--- config.mk ---
export PLATFORM = sky130hd
export DESIGN_NAME = adc_sample_sequencer
export DESIGN_NICKNAME = d
export VERILOG_FILES = /design/src/rtl/adc_sample_sequencer.sv
export SDC_FILE = /design/constraint.sdc
export NUM_CORES = 1
export LEC_CHECK = 0
export CORE_MARGIN = 2
export CORE_UTILIZATION = 35
export DETAILED_ROUTE_END_ITERATION = 10
export HOLD_SLACK_MARGIN = 0.02
export PLACE_DENSITY = 0.53
export SLEW_MARGIN = 40
export SYNTH_ARGS = -nofsm -noshare
export SYNTH_HDL_FRONTEND = slang
export SYNTH_SLANG_ARGS = --single-unit
--- constraint.sdc ---
create_clock -name clk_in -period 2.1 [get_ports clk_in]
set_input_delay 0.21 -clock clk_in [delete_from_list [all_inputs] [get_ports clk_in]]
set_output_delay 0.21 -clock clk_in [all_outputs]
set_load 0.005 [all_outputs]
--- src/rtl/adc_sample_sequencer.sv ---
// Periodic ADC acquisition controller: divides clk_in into a frame tick, then walks
// channels 0..NUM_CH-1 through a start/done handshake and strobes each sample downstream.
module adc_sample_sequencer #(
    parameter int IN_FREQ     = 100000000,
    parameter int SAMPLE_FREQ = 10000,
    parameter int CNT_W       = 16,
    parameter int NUM_CH      = 2,
    parameter int CH_W        = 1,
    parameter int DATA_W      = 12,
    parameter int TIMEOUT_CYC = 1024
) (
    input  logic              clk_in,
    input  logic              reset,
    input  logic              enable,
    output logic              adc_start,
    output logic [CH_W-1:0]   adc_ch,
    input  logic              adc_done,
    input  logic [DATA_W-1:0] adc_data,
    output logic              sample_valid,
    output logic [CH_W-1:0]   sample_ch,
    output logic [DATA_W-1:0] sample_data,
    output logic              busy,
    output logic              overrun,
    output logic              timeout_err
);
    localparam int TICK_DIV = IN_FREQ / SAMPLE_FREQ;
    localparam int WAIT_W   = $clog2(TIMEOUT_CYC);

    localparam logic [CNT_W-1:0]  TICK_LAST = CNT_W'(TICK_DIV - 1);
    localparam logic [WAIT_W-1:0] WAIT_LAST = WAIT_W'(TIMEOUT_CYC - 1);
    localparam logic [CH_W-1:0]   CH_LAST   = CH_W'(NUM_CH - 1);

    if (TICK_DIV < 2) begin : g_bad_div
        $error("adc_sample_sequencer: TICK_DIV must be at least 2");
    end
    if (((TICK_DIV - 1) >> CNT_W) != 0) begin : g_bad_cnt
        $error("adc_sample_sequencer: TICK_DIV does not fit in CNT_W bits");
    end
    if (TIMEOUT_CYC < 2) begin : g_bad_to
        $error("adc_sample_sequencer: TIMEOUT_CYC must be at least 2");
    end
    if (NUM_CH < 1 || ((NUM_CH - 1) >> CH_W) != 0) begin : g_bad_ch
        $error("adc_sample_sequencer: NUM_CH out of range for CH_W");
    end

    typedef enum logic [1:0] {IDLE, START, WAIT, STORE} state_t;

    state_t            state;
    logic [CNT_W-1:0]  tick_cnt;
    logic [WAIT_W-1:0] wait_cnt;
    logic [CH_W-1:0]   ch;
    logic              tick;

    // Counter freezes (rather than clears) while disabled so the frame phase survives a pause.
    assign tick = enable && (tick_cnt == TICK_LAST);

    always_ff @(posedge clk_in or posedge reset) begin
        if (reset)
            tick_cnt <= '0;
        else if (enable)
            tick_cnt <= tick ? '0 : tick_cnt + 1'b1;
    end

    always_ff @(posedge clk_in or posedge reset) begin
        if (reset) begin
            state       <= IDLE;
            ch          <= '0;
            wait_cnt    <= '0;
            sample_ch   <= '0;
            sample_data <= '0;
            overrun     <= 1'b0;
            timeout_err <= 1'b0;
        end else begin
            // Any tick outside IDLE is dropped, including the cycle STORE returns to IDLE.
            overrun     <= tick && (state != IDLE);
            timeout_err <= 1'b0;
            case (state)
                IDLE: begin
                    if (tick) begin
                        ch    <= '0;
                        state <= START;
                    end
                end
                START: begin
                    wait_cnt <= '0;
                    state    <= WAIT;
                end
                WAIT: begin
                    // done takes priority over the timeout on the last allowed cycle
                    if (adc_done) begin
                        sample_data <= adc_data;
                        sample_ch   <= ch;
                        state       <= STORE;
                    end else if (wait_cnt == WAIT_LAST) begin
                        timeout_err <= 1'b1;
                        state       <= IDLE;
                    end else begin
                        wait_cnt <= wait_cnt + 1'b1;
                    end
                end
                STORE: begin
                    if (ch == CH_LAST) begin
                        state <= IDLE;
                    end else begin
                        ch    <= ch + 1'b1;
                        state <= START;
                    end
                end
                default: state <= IDLE;
            endcase
        end
    end

    // ch only moves on entry to START, so adc_ch stays put for the whole conversion.
    assign adc_start    = (state == START);
    assign adc_ch       = ch;
    assign sample_valid = (state == STORE);
    assign busy         = (state != IDLE);
endmodule

==> qor.csv, run 1 <==
metric,value,unit
status,finished clean,
vias per cell,4.94,
Filler cells,559,
Clock power frac,0.200,
Starting Density,0.360,
die height,81.6,µm
sequential fraction of the synthesis area,0.523,
Rows,28,
Area growth syn-to-layout,27.4,%
#FFs+latches synth,44,
maximum clock frequency,528,MHz
worst slew pin tran,553,ps
asr flop ratio synth,1.00,
worst r2r dst,state[1]$_DFFE_PP0P_,
Synth Area per Inst,10.4,µm²
Fin Setup TNS,0,ps
initial antenna violation count,0,
Switching Share,0.320,
WHS,346,ps
TritonRoute pass-1 iters,4,
PortBufs,34,
cell type with the largest total area after synthesis,dfrtp_1,
IO Pins,35,
Psw,0.897,mW
crit path kind,flip-flop to output pin,
period utilisation layout,0.901,
share of layout cells above drive strength 1,0.129,
"Clk Latency, worst-skew pair",300,ps
WP data arrival,1680,ps
Die Footprint,6650,µm²
area of the multi-input gates,945,µm²
pwr dens,1050,nW/µm²
Finished Cell Area,2680,µm²
skew final,9.92,ps
ranking of synthesized cells by area,"dfrtp_1, mux2_2, nand2_1, ha_1, xor2_1",
RR Startpoint,tick_cnt[12]$_DFFE_PP0P_,
Vias,1601,
cts repair resizes,0,
VDD IR max,0.000443,V
Mapped Area,2110,µm²
"Setup Fix Bufs, Post-CTS",0,
CTS tree,built,
R2R depth,4,
Post-synth EDFFs,0,
antenna-violating nets left,0,
max_cap viols,0,
DR WL/cell,12.8,µm
vias in the first global route,1644,
core area,5850,µm²
DRT Wirelength,4.16,mm
Pint,1.91,mW
Hold Buf Count CTS,0,
Design Power,2.81,mW
largest net degree at the start of global routing,45,
final hold vios,0,
Worst Path Required,1890,ps
most frequent cells in the layout,"dfrtp_1, clkdlybuf4s50_1, nand2_1, nor2_1, mux2_2",
hpwl dp,2.95,mm
Max Transition Viols Final,0,
Yosys cell types,37,
first-pass GRT wire length,7.37,mm
Reg power frac,0.426,
ys flop type,dfrtp_1,
Worst Path Max Fanout,4,
Sequential Area,1100,µm²
crit start category,flip-flop,
RePlAce Congestion,0.764,
Synth Instances,203,
CTS Buffer Depth,2,
leakage power,1.19,nW
DR iter-0 viols,56,
Comb power frac,0.374,
clock transition at the registers of the reported paths,80,ps
"most common cell after layout, fill and taps aside",dfrtp_1,
clock sink count,44,
H-tree depth,2,
Final nets,271,
Clock Tree Root,clkbuf_8,
All-Layer GR Usage,0.144,
RSZ-0062 raised after global routing,no,
# diodes,0,
CTS Buf Count,5,
syn_nets,226,
Die X,81.6,µm
critical path endpoint category,output pin,
grt total ovfl,0,
Tmin final,1890,ps
Rel. slew slack,0.631,
Residual DRC,0,
DP Area,2580,µm²
Finish-stage setup viols,0,
Min-Delay Path Class,primary input to async pin,
Worst R2R Setup Slack,270,ps
Synthesis Warnings,0,
Synth top area share,0.523,
critical path: stages (launching register included):
cell and delay [ps]:
dfrtp_1 400, inv_1 100, ha_1 250, inv_1 120, clkdlybuf4s50_1 520
Yosys cell counts (all sizes together), types with 2 or more instances:
library cell	n
a211o	3
a21oi	8
a31oi	3
and3	5
clkbuf	4
dfrtp	44
ha	7
inv	12
mux2	12
nand2	25
nand3	7
nand4	8
nor2	13
nor3	7
nor4	3
o211ai	2
o21ai	9
o221ai	2
o22ai	2
or2	2
or4	2
xnor2	6
xor2	7
layout make-up:
class | count | share of cell area
flip-flops and latches | 44 | 0.410
repair buffers | 42 | 0.149
well taps | 75 | 0.0350
multi-input cells | 143 | 0.352
clock inverters | 2 | 0.00560
clock buffers | 6 | 0.0308
inverters | 12 | 0.0168
how the worst max path moves through the flow:
stage,from,end,slack [ps],cells after the start
after global routing,state[0]$_DFFE_PP0P_,busy,90,4
after floorplan,tick_cnt[12]$_DFFE_PP0P_,state[1]$_DFFE_PP0P_,340,4
after CTS,state[0]$_DFFE_PP0P_,busy,180,4
after detailed placement,enable,state[0]$_DFFE_PP0P_,190,6
after global placement,enable,state[0]$_DFFE_PP0P_,190,6
final,state[0]$_DFFE_PP0P_,busy,210,4
kinds of logic after synthesis:
kind of cell,share of synthesized area
buffers and inverters,0.0285
multiplexers,0.0642
AND/OR/NAND/NOR,0.184
XOR/XNOR,0.0541
AO/OA/AOI/OAI,0.105
flip-flops,0.523
adder cells (fa/ha/maj),0.0416
per-layer routing:
metal	vias to the layer above	part of all wire	track usage
li1	806	-	-
met1	756	0.50	0.196
met2	35	0.43	0.220
met3	4	0.060	0.0363
met4	0	0.010	0.0542
met5	-	0	0
through the flow:
step                      std cells   util  setup slack [ps]
after detailed placement        316  0.442               189
after global routing            324  0.459              87.3
after floorplan                 203      -               340
after global placement          316  0.442               187
after CTS                       324  0.459               179
final                           324  0.459               207
sequential cells by signal, summed over array words and instances, names as in the netlist:
signal,count
tick_cnt,16
sample_data,12
wait_cnt,10
state,2
adc_ch,1
overrun,1
sample_ch,1
timeout_err,1
power groups by stage:
stage          clock, mW  combinational, mW  sequential [mW]
5_1_grt            0.613               1.19             1.23
3_5_place_dp           0               1.06             1.22
4_1_cts            0.587               1.06             1.20
2_1_floorplan          0              0.548             1.21
6_report           0.560               1.05             1.20
3_3_place_gp           0               1.06             1.21
No activity file was read; power rests on OpenSTA's default activity.
==> run 2, diff against run 1 <==
--- a/config.mk
+++ b/config.mk
@@ -7,6 +7,7 @@
 export LEC_CHECK = 0
 export CORE_MARGIN = 2
 export CORE_UTILIZATION = 35
+export CTS_BUF_LIST = sky130_fd_sc_hd__clkbuf_8
 export DETAILED_ROUTE_END_ITERATION = 10
 export HOLD_SLACK_MARGIN = 0.02
 export PLACE_DENSITY = 0.53
==> results of run 2 <==
The final DEF is identical to that of run 1; final timing and power are the same.
